File: src/rtl/telemetry_pkg.sv
// Shared constants, FSM state type and snapshot layout for the telemetry transmitter.
// Timing constants are chosen from FAST_SIM so simulation and silicon share one source.
package telemetry_pkg;

  localparam logic [7:0] SYNC0     = 8'hAA;
  localparam logic [7:0] SYNC1     = 8'h55;
  localparam int         NUM_BYTES = 9;

  typedef enum logic [1:0] {
    IDLE,
    LOAD,
    SEND,
    WAIT
  } tlm_state_t;

  typedef struct packed {
    logic [11:0] batt;
    logic [11:0] curr;
    logic [11:0] torque;
  } snap_t;

  function automatic int baud_div(input bit fast_sim);
    return fast_sim ? 16 : 2604;
  endfunction

  function automatic int per_w(input bit fast_sim);
    return fast_sim ? 12 : 20;
  endfunction

endpackage

File: src/rtl/uart_tx.sv
// 8N1 UART transmitter: start bit from the clock after trmt, LSB first, BAUD_DIV clocks per bit.
// trmt is ignored while a frame is in flight; tx_done pulses on the last clock of the stop bit.
module uart_tx #(
  parameter int BAUD_DIV = 2604
) (
  input  logic       clk,
  input  logic       rst_n,
  input  logic       trmt,
  input  logic [7:0] tx_data,
  output logic       TX,
  output logic       tx_done
);

  localparam int            BW        = $clog2(BAUD_DIV);
  localparam logic [BW-1:0] BAUD_LAST = BW'(BAUD_DIV - 1);

  typedef enum logic {
    UART_IDLE,
    UART_TX
  } uart_state_t;

  uart_state_t   state;
  logic [9:0]    shreg;
  logic [BW-1:0] baud_cnt;
  logic [3:0]    bit_cnt;
  logic          baud_end;

  assign baud_end = (baud_cnt == BAUD_LAST);
  assign tx_done  = (state == UART_TX) && baud_end && (bit_cnt == 4'd9);
  // Line is forced high whenever idle, so an async reset drops back to mark at once.
  assign TX       = (state == UART_TX) ? shreg[0] : 1'b1;

  always_ff @(posedge clk or negedge rst_n) begin
    if (!rst_n) begin
      state    <= UART_IDLE;
      shreg    <= '1;
      baud_cnt <= '0;
      bit_cnt  <= '0;
    end else begin
      case (state)
        UART_IDLE: begin
          if (trmt) begin
            shreg    <= {1'b1, tx_data, 1'b0};
            baud_cnt <= '0;
            bit_cnt  <= '0;
            state    <= UART_TX;
          end
        end
        UART_TX: begin
          if (baud_end) begin
            baud_cnt <= '0;
            shreg    <= {1'b1, shreg[9:1]};
            if (bit_cnt == 4'd9) begin
              state <= UART_IDLE;
            end else begin
              bit_cnt <= bit_cnt + 4'd1;
            end
          end else begin
            baud_cnt <= baud_cnt + BW'(1);
          end
        end
        default: state <= UART_IDLE;
      endcase
    end
  end

endmodule

File: src/rtl/telemetry_tx.sv
// Periodic 9-byte telemetry packet (sync, batt, curr, torque, checksum) over 8N1 UART.
// TX falls 3 clocks after the period terminal count; a terminal count mid-packet is dropped.
import telemetry_pkg::*;

module telemetry_tx #(
  parameter bit FAST_SIM = 1'b0
) (
  input  logic        clk,
  input  logic        rst_n,
  input  logic [11:0] batt,
  input  logic [11:0] curr,
  input  logic [11:0] torque,
  output logic        TX,
  output logic        pkt_sent
);

  localparam int         BAUD_DIV = baud_div(FAST_SIM);
  localparam int         PER_W    = per_w(FAST_SIM);
  localparam logic [3:0] LAST_IDX = 4'(NUM_BYTES - 1);

  logic [PER_W-1:0] per_cnt;
  logic             tc;
  tlm_state_t       state;
  snap_t            snap;
  logic [3:0]       idx;
  logic             trmt;
  logic [7:0]       tx_byte;
  logic [7:0]       cur_byte;
  logic [7:0]       chk_sum;
  logic [7:0]       chk_q;
  logic             tx_done;

  always_ff @(posedge clk or negedge rst_n) begin
    if (!rst_n) begin
      per_cnt <= '0;
    end else begin
      per_cnt <= per_cnt + PER_W'(1);
    end
  end

  assign tc = &per_cnt;

  // 8-bit wrapping sum of the six payload bytes, inverted.
  assign chk_sum = ~({4'h0, snap.batt[11:8]}   + snap.batt[7:0] +
                     {4'h0, snap.curr[11:8]}   + snap.curr[7:0] +
                     {4'h0, snap.torque[11:8]} + snap.torque[7:0]);

  always_comb begin
    cur_byte = SYNC0;
    case (idx)
      4'd0:    cur_byte = SYNC0;
      4'd1:    cur_byte = SYNC1;
      4'd2:    cur_byte = {4'h0, snap.batt[11:8]};
      4'd3:    cur_byte = snap.batt[7:0];
      4'd4:    cur_byte = {4'h0, snap.curr[11:8]};
      4'd5:    cur_byte = snap.curr[7:0];
      4'd6:    cur_byte = {4'h0, snap.torque[11:8]};
      4'd7:    cur_byte = snap.torque[7:0];
      4'd8:    cur_byte = chk_q;
      default: cur_byte = SYNC0;
    endcase
  end

  always_ff @(posedge clk or negedge rst_n) begin
    if (!rst_n) begin
      state    <= IDLE;
      snap     <= '0;
      idx      <= '0;
      trmt     <= 1'b0;
      tx_byte  <= '0;
      chk_q    <= '0;
      pkt_sent <= 1'b0;
    end else begin
      trmt     <= 1'b0;
      pkt_sent <= 1'b0;
      case (state)
        IDLE: begin
          if (tc) begin
            snap  <= '{batt: batt, curr: curr, torque: torque};
            idx   <= '0;
            state <= LOAD;
          end
        end
        LOAD: begin
          // Checksum is latched on every load; the snapshot is stable, so byte 8 sees the final value.
          trmt    <= 1'b1;
          tx_byte <= cur_byte;
          chk_q   <= chk_sum;
          state   <= WAIT;
        end
        WAIT: begin
          if (tx_done) begin
            if (idx == LAST_IDX) begin
              pkt_sent <= 1'b1;
              state    <= IDLE;
            end else begin
              idx   <= idx + 4'd1;
              state <= LOAD;
            end
          end
        end
        default: state <= IDLE;
      endcase
    end
  end

  uart_tx #(
    .BAUD_DIV(BAUD_DIV)
  ) u_uart_tx (
    .clk    (clk),
    .rst_n  (rst_n),
    .trmt   (trmt),
    .tx_data(tx_byte),
    .TX     (TX),
    .tx_done(tx_done)
  );

endmodule

File: config.mk
export PLATFORM = sky130hd
export DESIGN_NAME = telemetry_tx
export DESIGN_NICKNAME = d
export VERILOG_FILES = /design/src/rtl/telemetry_pkg.sv /design/src/rtl/uart_tx.sv /design/src/rtl/telemetry_tx.sv
export SDC_FILE = /design/constraint.sdc
export NUM_CORES = 1
export LEC_CHECK = 0
export CAP_MARGIN = 20
export CORE_MARGIN = 8
export CORE_UTILIZATION = 31
export CTS_CLUSTER_SIZE = 10
export DETAILED_ROUTE_END_ITERATION = 16
export GPL_ROUTABILITY_DRIVEN = 0
export MAX_ROUTING_LAYER = met4
export PLACE_DENSITY = 0.5
export SYNTH_ARGS = -nofsm -noshare
export SYNTH_HDL_FRONTEND = slang
export SYNTH_SLANG_ARGS = --single-unit
File: constraint.sdc
create_clock -name clk -period 5.95 [get_ports clk]
set_input_delay 0.8925 -clock clk [delete_from_list [all_inputs] [get_ports clk]]
set_output_delay 0.8925 -clock clk [all_outputs]
set_load 0.01 [all_outputs]
After elaboration in Yosys (flattened, before gate mapping) --
Index checks and enable logic that the tools add are counted.
Word-level totals: output and inout port bits 2, input bits 38, logic and storage cells 81, bits in registers 107
Cells by class: bitwise logic cells 2, add/sub/neg operators 9, eq/ne operators 18, multiplexer cells 28, reductions and logical operators 10
Operator list (number):
- one-hot mux 8 bit (8 select lines) | 1
- 2-to-1 mux 12 bit | 2
- 2-to-1 mux 4 bit | 6
- one-hot mux 12 bit (2 select lines) | 1
- AND reduction 21 bit | 1
- adder 20 x 1 -> 20 bit (second input constant) | 1
- 2-to-1 mux 10 bit | 2
- one-hot mux 10 bit (2 select lines) | 1
- AND reduction 20 bit | 1
- adder 8 x 4 -> 8 bit | 2
- adder 8 bit | 2
- equality test 4 x 3 -> 1 bit (second input constant) | 4
- one-hot mux 4 bit (2 select lines) | 2
- adder 12 x 1 -> 12 bit (second input constant) | 1
- equality test 12 bit (second input constant) | 1
- inequality test 2 bit (second input constant) | 6
- 2-to-1 mux 1 bit | 9
- adder 4 x 1 -> 4 bit (second input constant) | 2
- adder 4 x 8 -> 8 bit | 1
- equality test 4 x 2 -> 1 bit (second input constant) | 2
- equality test 4 bit (second input constant) | 2
- NOT 8 bit | 1
- one-hot mux 2 bit (3 select lines) | 1
- equality test 4 x 1 -> 1 bit (second input constant) | 1
- 11 further kinds | 14

Logic depth before layout (Yosys ltp) --
Gate-level depths: netlist of run 1.
word-level depth 6, gate-level depth with buffers 12

By module --
A second synthesis of run 1 with hierarchy kept.
Second synthesis, totals: cells, all modules 533, area, all modules 5985.7 um^2
By module, submodules not included:
- telemetry_tx | sequential area each 2001.9 um^2, instances 1, area an instance 4548.1 um^2, cells an instance 384
- uart_tx | sequential area each 661.9 um^2, instances 1, area an instance 1437.6 um^2, cells an instance 149

Least setup slack after synthesis of run 1 --
No wires, ideal clock.
path kind flip-flop to flip-flop, start reg snap[3] (netlist bit), end reg chk_q[7], data arrival time 3104 ps, path slack 2719 ps, stages on the path, launching flop included 13, period minus slack after synthesis 3231 ps, setup time 127 ps, buffers on the path 0, data required time 5823 ps, path through dfrtp_1 > inv_1 > fa_1 > inv_1 > fa_1 > inv_1 > fa_1 > inv_1 > ha_1 > a211o_1 > a211oi_1 > or4_1 > nand3_1
On the way: word-level cells in the longest chain between the ends 2
Ends and longest elaborated chain:
- start, declared | RTL line telemetry_tx.sv:24 | snap_t snap;
- start signal, assigned | RTL line telemetry_tx.sv:79 | snap <= '{batt: batt, curr: curr, torque: torque};
- adder 8 bit | RTL line telemetry_tx.sv:46 | {4'h0, snap.torque[11:8]} + snap.torque[7:0]);
- NOT 8 bit | RTL line telemetry_tx.sv:44 | assign chk_sum = ~({4'h0, snap.batt[11:8]} + snap.batt[7:0] +
- end signal, assigned | RTL line telemetry_tx.sv:88 | chk_q <= chk_sum;
- end, declared | RTL line telemetry_tx.sv:30 | logic [7:0] chk_q;
Every way passes these cells. A chain may end at the register's enable or synchronous reset.

Worst setup path after layout of run 1 --
Same ends and word-level chain as after synthesis.

==> run_summary.xml, run 1 <==
<?xml version="1.0" encoding="UTF-8"?>
<metrics>
  <group name="synth">
    <metric name="synth_top_cells_by_area" unit="">sky130_fd_sc_hd__dfrtp_1, sky130_fd_sc_hd__fa_1, sky130_fd_sc_hd__mux2_2</metric>
    <metric name="yosys_warnings" unit="">0</metric>
    <metric name="synth_sequential_area_ratio" unit="">0.460</metric>
    <metric name="synth_top_family_by_area" unit="">simple AND/OR/NAND/NOR gates</metric>
    <metric name="synth_simple_gate_area_frac" unit="">0.122</metric>
    <metric name="synthDominantAreaCellType" unit="">sky130_fd_sc_hd__dfrtp_1</metric>
    <metric name="ys_ff_latch" unit="">106</metric>
    <metric name="yosys.area_share.adder" unit="">0.107</metric>
    <metric name="netlist-cell-type-count" unit="">61</metric>
    <metric name="synth_async_sr_flop_share" unit="">1.00</metric>
    <metric name="netlist_area" unit="µm²">5790</metric>
    <metric name="syn-num-nets" unit="">597</metric>
    <metric name="synth-main-ff-cell" unit="">sky130_fd_sc_hd__dfrtp_1</metric>
    <metric name="synth-edff-count" unit="">0</metric>
    <metric name="synthDominantCellAreaShare" unit="">0.420</metric>
    <metric name="synth.top_cells.by_count" unit="">sky130_fd_sc_hd__dfrtp_1, sky130_fd_sc_hd__inv_1, sky130_fd_sc_hd__nand2_1, sky130_fd_sc_hd__mux2_2, sky130_fd_sc_hd__o21ai_0</metric>
    <metric name="yosysMostFrequentCell" unit="">sky130_fd_sc_hd__dfrtp_1</metric>
    <metric name="postSynthCellCount" unit="">521</metric>
    <metric name="synth_compound_area_frac" unit="">0.114</metric>
    <metric name="mean_post_synth_cell_area" unit="µm²">11.1</metric>
    <metric name="muxShareOfSynthArea" unit="">0.103</metric>
    <metric name="synthXorXnorAreaFrac" unit="">0.0402</metric>
  </group>
  <group name="setup_path">
    <metric name="path_max_fanout" unit="">3</metric>
    <metric name="worst_ep_arrival_time" unit="ps">3640</metric>
    <metric name="cp-end-kind" unit="">flip-flop</metric>
    <metric name="worstPathRequired" unit="ps">6180</metric>
    <metric name="critPathTopFamily" unit="">adder cells</metric>
    <metric name="cp_depth" unit="">12</metric>
    <metric name="crit_path_cell_trace" unit="">inv_1 &gt; fa_1 &gt; inv_1 &gt; fa_1 &gt; inv_1 &gt; fa_1 &gt; inv_1 &gt; ha_1 &gt; a211o_1 &gt; a211oi_1 &gt; or4_1 &gt; nand3_1</metric>
    <metric name="crit_type" unit="">flip-flop to flip-flop</metric>
    <metric name="worst_path_most_repeated_cell" unit="">sky130_fd_sc_hd__inv_1</metric>
    <metric name="cp-start-kind" unit="">flip-flop</metric>
    <metric name="bufs_and_invs_on_worst_path" unit="">4</metric>
    <metric name="worst-r2r-cell-count" unit="">12</metric>
    <metric name="worst_path_max_stage_delay" unit="ps">530</metric>
    <metric name="critPathSlowestCell" unit="">sky130_fd_sc_hd__fa_1</metric>
  </group>
  <group name="flow_run">
    <metric name="max_cap_viol_count" unit="">0</metric>
  </group>
  <group name="sta">
    <metric name="timing.final.crit_share" unit="">0.573</metric>
    <metric name="worst-slew-pin-transition" unit="ps">921</metric>
    <metric name="setup_total_negative_slack" unit="ps">0</metric>
    <metric name="report.final.hold_viol_count" unit="">0</metric>
    <metric name="rsz0062_at_grt" unit="">false</metric>
    <metric name="worst_slew_margin_rel" unit="">0.384</metric>
    <metric name="fin_skew" unit="ps">9.16</metric>
    <metric name="setup_viol" unit="">0</metric>
    <metric name="slew_viol_final" unit="">0</metric>
    <metric name="final.min_clock_period" unit="ps">3410</metric>
    <metric name="max_clock_freq" unit="MHz">293</metric>
  </group>
  <group name="clocking">
    <metric name="cts.path.max_buffers" unit="">2</metric>
    <metric name="ctsHoldBuffers" unit="">0</metric>
    <metric name="clk_pin_slew" unit="ps">70</metric>
    <metric name="post_cts.resized_instances" unit="">0</metric>
    <metric name="number_of_levels_in_the_clock_h_tree" unit="">3</metric>
    <metric name="insertion_delay" unit="ps">350</metric>
    <metric name="clk_root_buffer_cell" unit="">sky130_fd_sc_hd__clkbuf_16</metric>
    <metric name="post_cts.repair.setup_buffers" unit="">0</metric>
    <metric name="cts_inserted_buffers" unit="">9</metric>
    <metric name="cts_tree" unit="">done</metric>
    <metric name="total_number_of_clock_tree_sinks" unit="">106</metric>
  </group>
  <group name="placed_design">
    <metric name="dpl-instance-area" unit="µm²">6340</metric>
    <metric name="buffer_ports.inserted" unit="">39</metric>
    <metric name="dp.final_hpwl" unit="µm">8560</metric>
  </group>
  <group name="die">
    <metric name="die_width" unit="µm">153</metric>
    <metric name="coreArea" unit="µm²">18500</metric>
    <metric name="fp.dieArea" unit="µm²">23300</metric>
    <metric name="dieHeight" unit="µm">153</metric>
    <metric name="boundaryPins" unit="">40</metric>
    <metric name="floorplan.rows" unit="">50</metric>
    <metric name="starting_density" unit="">0.312</metric>
  </group>
  <group name="grt">
    <metric name="grt_start_max_net_pins" unit="">65</metric>
    <metric name="first_global_vias" unit="">4203</metric>
    <metric name="wire_length_of_the_first_global_routing_pass" unit="µm">21400</metric>
    <metric name="global_route.overflow_total" unit="">0</metric>
    <metric name="track_usage" unit="">0.114</metric>
    <metric name="antenna_found_initial" unit="">0</metric>
  </group>
  <group name="drt">
    <metric name="route.detailed.vias_per_inst" unit="">5.04</metric>
    <metric name="detailedRoute.firstPassIterationCount" unit="">4</metric>
    <metric name="drt_drc_violations_left" unit="">0</metric>
    <metric name="drt_wl_total" unit="µm">12200</metric>
    <metric name="post_drt_wl_per_cell" unit="µm">15.5</metric>
    <metric name="first_iter_violations" unit="">157</metric>
    <metric name="vias" unit="">3975</metric>
    <metric name="antenna_left" unit="">0</metric>
  </group>
  <group name="cells_and_area">
    <metric name="final_design_area_no_fill" unit="µm²">6660</metric>
    <metric name="num_antenna_cells" unit="">0</metric>
    <metric name="final_nets" unit="">625</metric>
    <metric name="final.fill_count" unit="">1830</metric>
    <metric name="layout-area-overhead-vs-synth" unit="%">15.1</metric>
    <metric name="drive_above_1_share" unit="">0.137</metric>
  </group>
  <group name="pwr">
    <metric name="p_leak" unit="nW">3.04</metric>
    <metric name="pwr_density_cell" unit="nW/µm²">206</metric>
    <metric name="vdd_drop_max" unit="µV">132</metric>
  </group>
  <group name="outcome">
    <metric name="outcome" unit="">finished, final reports clean</metric>
  </group>
  <group name="min_path">
    <metric name="worstHoldPathCells" unit="">1</metric>
    <metric name="min-delay-path-class" unit="">flip-flop to flip-flop</metric>
  </group>
</metrics>
kinds of logic after synthesis:
family	Yosys count
buf+inv	71
simple gates	128
mux	52
fa+ha+maj	38
xor+xnor	25
flops	106
compound gates	101
path summary, 6_finish.rpt:
kind,startpoint,endpoint,slack (ps)
max in group asynchronous,rst_n,u_uart_tx.shreg[0],4240
setup / recovery,snap[3],chk_q[7],2540
hold reg to reg,per_cnt[19],per_cnt[19],460
setup reg to reg,snap[3],chk_q[7],2540
min in group asynchronous,rst_n,snap[11],640
hold / removal,per_cnt[19],per_cnt[19],460
metrics by stage:
step	setup WS (ps)	hold slack [ps]	std cells	power (W)	utilization
6_report	2540	465	788	0.00137	0.360
5_1_grt	2350	501	788	0.00143	0.360
4_1_cts	2540	470	787	0.00140	0.359
3_5_place_dp	2560	455	771	0.000775	0.343
3_3_place_gp	2600	454	771	0.000774	0.343
2_1_floorplan	2720	438	521	0.000735	-
power by group:
group	switching (W)	leakage [nW]	internal (W)
logic	0.0000175	1.45	0.0000215
clock network	0.000265	0.151	0.000347
registers	0	1.43	0.000720
total	0.000282	3.04	0.00109
sequential cells by signal, summed over array words and instances, names as in the netlist:
signal / cells
tx_byte: 8
u_uart_tx.bit_cnt: 4
trmt: 1
idx: 4
chk_q: 8
u_uart_tx.baud_cnt: 12
pkt_sent: 1
u_uart_tx.shreg: 9
per_cnt: 20
state: 2
u_uart_tx.state: 1
snap: 36
cell type report:
cell class / instances / area (µm²) / area share
flip-flops and latches: 106 / 2660 / 0.400
repair buffers: 42 / 410 / 0.0616
clock inverters: 5 / 52.6 / 0.00789
inverters: 46 / 173 / 0.0259
multi-input cells: 344 / 2810 / 0.422
clock buffers: 11 / 253 / 0.0380
well taps: 234 / 293 / 0.0440
routing by layer:
layer	wire [µm]	vias to the layer above	track usage
met3	338	12	0.0227
met2	5780	54	0.175
met1	5980	2019	0.151
met4	140	0	0.0311
li1	-	1890	-
met5	0	-	-
cells in the final DEF, fill, tap and decap left out, types with 10 or more instances in the layout:
master and n:
sky130_fd_sc_hd__xnor2_1 17, sky130_fd_sc_hd__ha_1 19, sky130_fd_sc_hd__dfrtp_1 97, sky130_fd_sc_hd__nand2_1 37
sky130_fd_sc_hd__inv_1 45, sky130_fd_sc_hd__a21oi_1 20, sky130_fd_sc_hd__o21ai_0 27, sky130_fd_sc_hd__nand3_1 18
sky130_fd_sc_hd__mux2i_1 12, sky130_fd_sc_hd__and3_1 13, sky130_fd_sc_hd__fa_1 19, sky130_fd_sc_hd__a22oi_1 10
sky130_fd_sc_hd__nor2_1 16, sky130_fd_sc_hd__clkdlybuf4s50_1 38, sky130_fd_sc_hd__mux2_2 33
(Power assumes the default switching activity.)
==> inputs of run 2 (changes only) <==
==> constraint.sdc (replaced) <==
create_clock -name clk -period 3.5 [get_ports clk]
set_input_delay 0.525 -clock clk [delete_from_list [all_inputs] [get_ports clk]]
set_output_delay 0.525 -clock clk [all_outputs]
set_load 0.01 [all_outputs]
==> run 2 against run 1 <==
Against the previous run:
- non-clock buffer count up 3
- global-route usage is essentially flat
- count of clock-buffer cells in the layout rose by 1
- largest power group unchanged
==> run_summary.xml, run 2 (synthesis gave the netlist of run 1 again) <==
<?xml version="1.0" encoding="UTF-8"?>
<metrics>
  <group name="clocking">
    <metric name="total_number_of_clock_tree_sinks" unit="">106</metric>
    <metric name="insertion_delay" unit="ps">350</metric>
    <metric name="clk_pin_slew" unit="ps">70</metric>
    <metric name="cts_inserted_buffers" unit="">9</metric>
    <metric name="cts.path.max_buffers" unit="">2</metric>
    <metric name="number_of_levels_in_the_clock_h_tree" unit="">3</metric>
    <metric name="cts_tree" unit="">done</metric>
    <metric name="clk_root_buffer_cell" unit="">sky130_fd_sc_hd__clkbuf_16</metric>
  </group>
  <group name="setup_path">
    <metric name="worst-r2r-cell-count" unit="">12</metric>
    <metric name="cp-end-kind" unit="">flip-flop</metric>
    <metric name="worstPathRequired" unit="ps">3780</metric>
    <metric name="crit_path_start" unit="">snap[3]</metric>
    <metric name="path_max_fanout" unit="">3</metric>
    <metric name="crit_type" unit="">flip-flop to flip-flop</metric>
    <metric name="worst_r2r_endpoint" unit="">chk_q[7]</metric>
    <metric name="worst-r2r-setup-slack" unit="ps">160</metric>
    <metric name="regToRegStartpoint" unit="">snap[3]</metric>
    <metric name="worst_ep_arrival_time" unit="ps">3630</metric>
    <metric name="cp-endpoint" unit="">chk_q[7]</metric>
    <metric name="cp-start-kind" unit="">flip-flop</metric>
  </group>
  <group name="grt">
    <metric name="antenna_found_initial" unit="">0</metric>
    <metric name="grt_use_met2" unit="">0.177</metric>
    <metric name="grt_util_met1" unit="">0.148</metric>
    <metric name="first_global_vias" unit="">4097</metric>
    <metric name="track_usage" unit="">0.114</metric>
    <metric name="wire_length_of_the_first_global_routing_pass" unit="µm">21100</metric>
    <metric name="global_route.overflow_total" unit="">0</metric>
    <metric name="grt_use_met3" unit="">0.0230</metric>
    <metric name="grt_start_max_net_pins" unit="">49</metric>
    <metric name="top_usage_layer" unit="">met2</metric>
  </group>
  <group name="die">
    <metric name="boundaryPins" unit="">40</metric>
    <metric name="coreArea" unit="µm²">18500</metric>
    <metric name="fp.dieArea" unit="µm²">23300</metric>
    <metric name="starting_density" unit="">0.312</metric>
    <metric name="floorplan.rows" unit="">50</metric>
    <metric name="die_width" unit="µm">153</metric>
    <metric name="dieHeight" unit="µm">153</metric>
  </group>
  <group name="drt">
    <metric name="post_drt_wl_per_cell" unit="µm">15.4</metric>
    <metric name="vias" unit="">3931</metric>
    <metric name="antenna_left" unit="">0</metric>
    <metric name="route.detailed.vias_per_inst" unit="">4.97</metric>
    <metric name="first_iter_violations" unit="">105</metric>
    <metric name="detailedRoute.firstPassIterationCount" unit="">4</metric>
    <metric name="drt_drc_violations_left" unit="">0</metric>
    <metric name="drt_wl_total" unit="µm">12200</metric>
  </group>
  <group name="pwr">
    <metric name="pwr-share-comb" unit="">0.029</metric>
    <metric name="vdd_drop_max" unit="µV">240</metric>
    <metric name="power_switching_share" unit="">0.198</metric>
    <metric name="pwr_density_cell" unit="nW/µm²">358</metric>
    <metric name="p_seq_frac" unit="">0.509</metric>
    <metric name="p_leak" unit="nW">3.07</metric>
    <metric name="p_switching" unit="W">0.000478</metric>
    <metric name="p_int" unit="W">0.00193</metric>
    <metric name="pwr-share-clk" unit="">0.463</metric>
  </group>
  <group name="sta">
    <metric name="setup_viol" unit="">0</metric>
    <metric name="report.final.hold_viol_count" unit="">0</metric>
    <metric name="setup_ws" unit="ps">157</metric>
    <metric name="worst_slew_margin_rel" unit="">0.383</metric>
    <metric name="rsz0062_at_grt" unit="">true</metric>
    <metric name="worst-slew-pin-transition" unit="ps">922</metric>
    <metric name="fin_skew" unit="ps">6.79</metric>
    <metric name="setup_total_negative_slack" unit="ps">0</metric>
    <metric name="timing.final.crit_share" unit="">0.955</metric>
    <metric name="final.min_clock_period" unit="ps">3340</metric>
    <metric name="slew_viol_final" unit="">0</metric>
    <metric name="max_clock_freq" unit="MHz">299</metric>
  </group>
  <group name="cells_and_area">
    <metric name="mostFrequentLayoutCells" unit="">sky130_fd_sc_hd__dfrtp_1, sky130_fd_sc_hd__inv_1, sky130_fd_sc_hd__clkdlybuf4s50_1</metric>
    <metric name="final.fill_count" unit="">1843</metric>
    <metric name="most_common_cell_after_layout_fill_and_taps_aside" unit="">sky130_fd_sc_hd__dfrtp_1</metric>
    <metric name="final_nets" unit="">628</metric>
    <metric name="layout-area-overhead-vs-synth" unit="%">16.3</metric>
    <metric name="max_flop_register" unit="">snap</metric>
    <metric name="instances_no_fill" unit="">791</metric>
    <metric name="reg.largest.list" unit="">snap (36), per_cnt (20), u_uart_tx.baud_cnt (12)</metric>
    <metric name="drive_above_1_share" unit="">0.145</metric>
    <metric name="num_antenna_cells" unit="">0</metric>
    <metric name="layout.core_utilization" unit="">0.363</metric>
    <metric name="largest_register_ff_count" unit="">36</metric>
    <metric name="final_design_area_no_fill" unit="µm²">6730</metric>
  </group>
  <group name="placed_design">
    <metric name="buffer_ports.inserted" unit="">39</metric>
    <metric name="placed_cells" unit="">774</metric>
    <metric name="dp.final_hpwl" unit="µm">8690</metric>
    <metric name="place_worst_setup_slack" unit="ps">122</metric>
    <metric name="dpl-instance-area" unit="µm²">6380</metric>
  </group>
  <group name="min_path">
    <metric name="min-delay-path-class" unit="">input port to asynchronous set/reset pin</metric>
  </group>
  <group name="flow_run">
    <metric name="max_cap_viol_count" unit="">0</metric>
  </group>
  <group name="outcome">
    <metric name="outcome" unit="">finished, final reports clean</metric>
  </group>
</metrics>
[run 2: cell types whose count changed in the layout (fill, tap and decap cells not counted), sizes merged]
| cell | previous run | this run |
|---|---|---|
| clkinv | 4 | 3 |
| bufinv | 1 | 2 |
| buf | 3 | 7 |
| clkinvlp | 1 | 0 |
[run 2: cell type report]
cell class	instances	area, µm²	share of cell area
clock buffers	12	256	0.0381
clock inverters	4	73.8	0.0110
inverters	46	173	0.0257
multi-input cells	344	2820	0.420
flip-flops and latches	106	2660	0.396
well taps	234	293	0.0435
repair buffers	45	445	0.0662
[run 2: worst min-delay path by stage]
stage                        start       end  slack (ps)  cells after the start
after floorplan              rst_n  chk_q[0]         230                      0
after global placement    chk_q[1]  chk_q[1]         450                      2
after detailed placement  chk_q[1]  chk_q[1]         460                      2
after CTS                    rst_n  snap[29]         220                      1
after global routing         rst_n  snap[29]         240                      1
final                        rst_n  snap[29]         200                      1
[run 2: power by group through the flow]
stage	combinational, W	sequential (W)	clock, W
floorplan	0.000000463	0.00125	0
CTS	0.0000725	0.00122	0.00115
detailed placement	0.0000720	0.00125	0
global route	0.0000778	0.00122	0.00121
global placement	0.0000713	0.00125	0
finish	0.0000694	0.00122	0.00111
[run 2: per-stage QoR]
stage / hold WS (ps) / total power, W
2_1_floorplan: 229 / 0.00125
6_report: 203 / 0.00241
3_3_place_gp: 454 / 0.00132
5_1_grt: 237 / 0.00251
4_1_cts: 217 / 0.00245
3_5_place_dp: 458 / 0.00132
[run 2: critical path: stages, from the launching register on]
cell and delay (ps):
sky130_fd_sc_hd__dfrtp_1 370, sky130_fd_sc_hd__inv_1 70, sky130_fd_sc_hd__fa_1 530, sky130_fd_sc_hd__inv_1 60
sky130_fd_sc_hd__fa_1 520, sky130_fd_sc_hd__inv_1 50, sky130_fd_sc_hd__fa_1 520, sky130_fd_sc_hd__inv_1 70
sky130_fd_sc_hd__ha_1 300, sky130_fd_sc_hd__a211o_1 160, sky130_fd_sc_hd__a211oi_2 70, sky130_fd_sc_hd__or4_1 460
sky130_fd_sc_hd__nand3_1 90
[run 2: repair_timing]
item	in CTS	in global routing
setup buffers	0	1
endpoints found under the hold margin	0	0
endpoints found under the setup margin	0	2
gates resized for setup	0	3
hold buffers	0	0
[run 2: per-layer routing]
| metal | up-vias | wire (µm) |
|---|---|---|
| met5 | - | 0 |
| met4 | 0 | 176 |
| met3 | 12 | 327 |
| met2 | 55 | 5700 |
| met1 | 1972 | 5970 |
| li1 | 1892 | - |
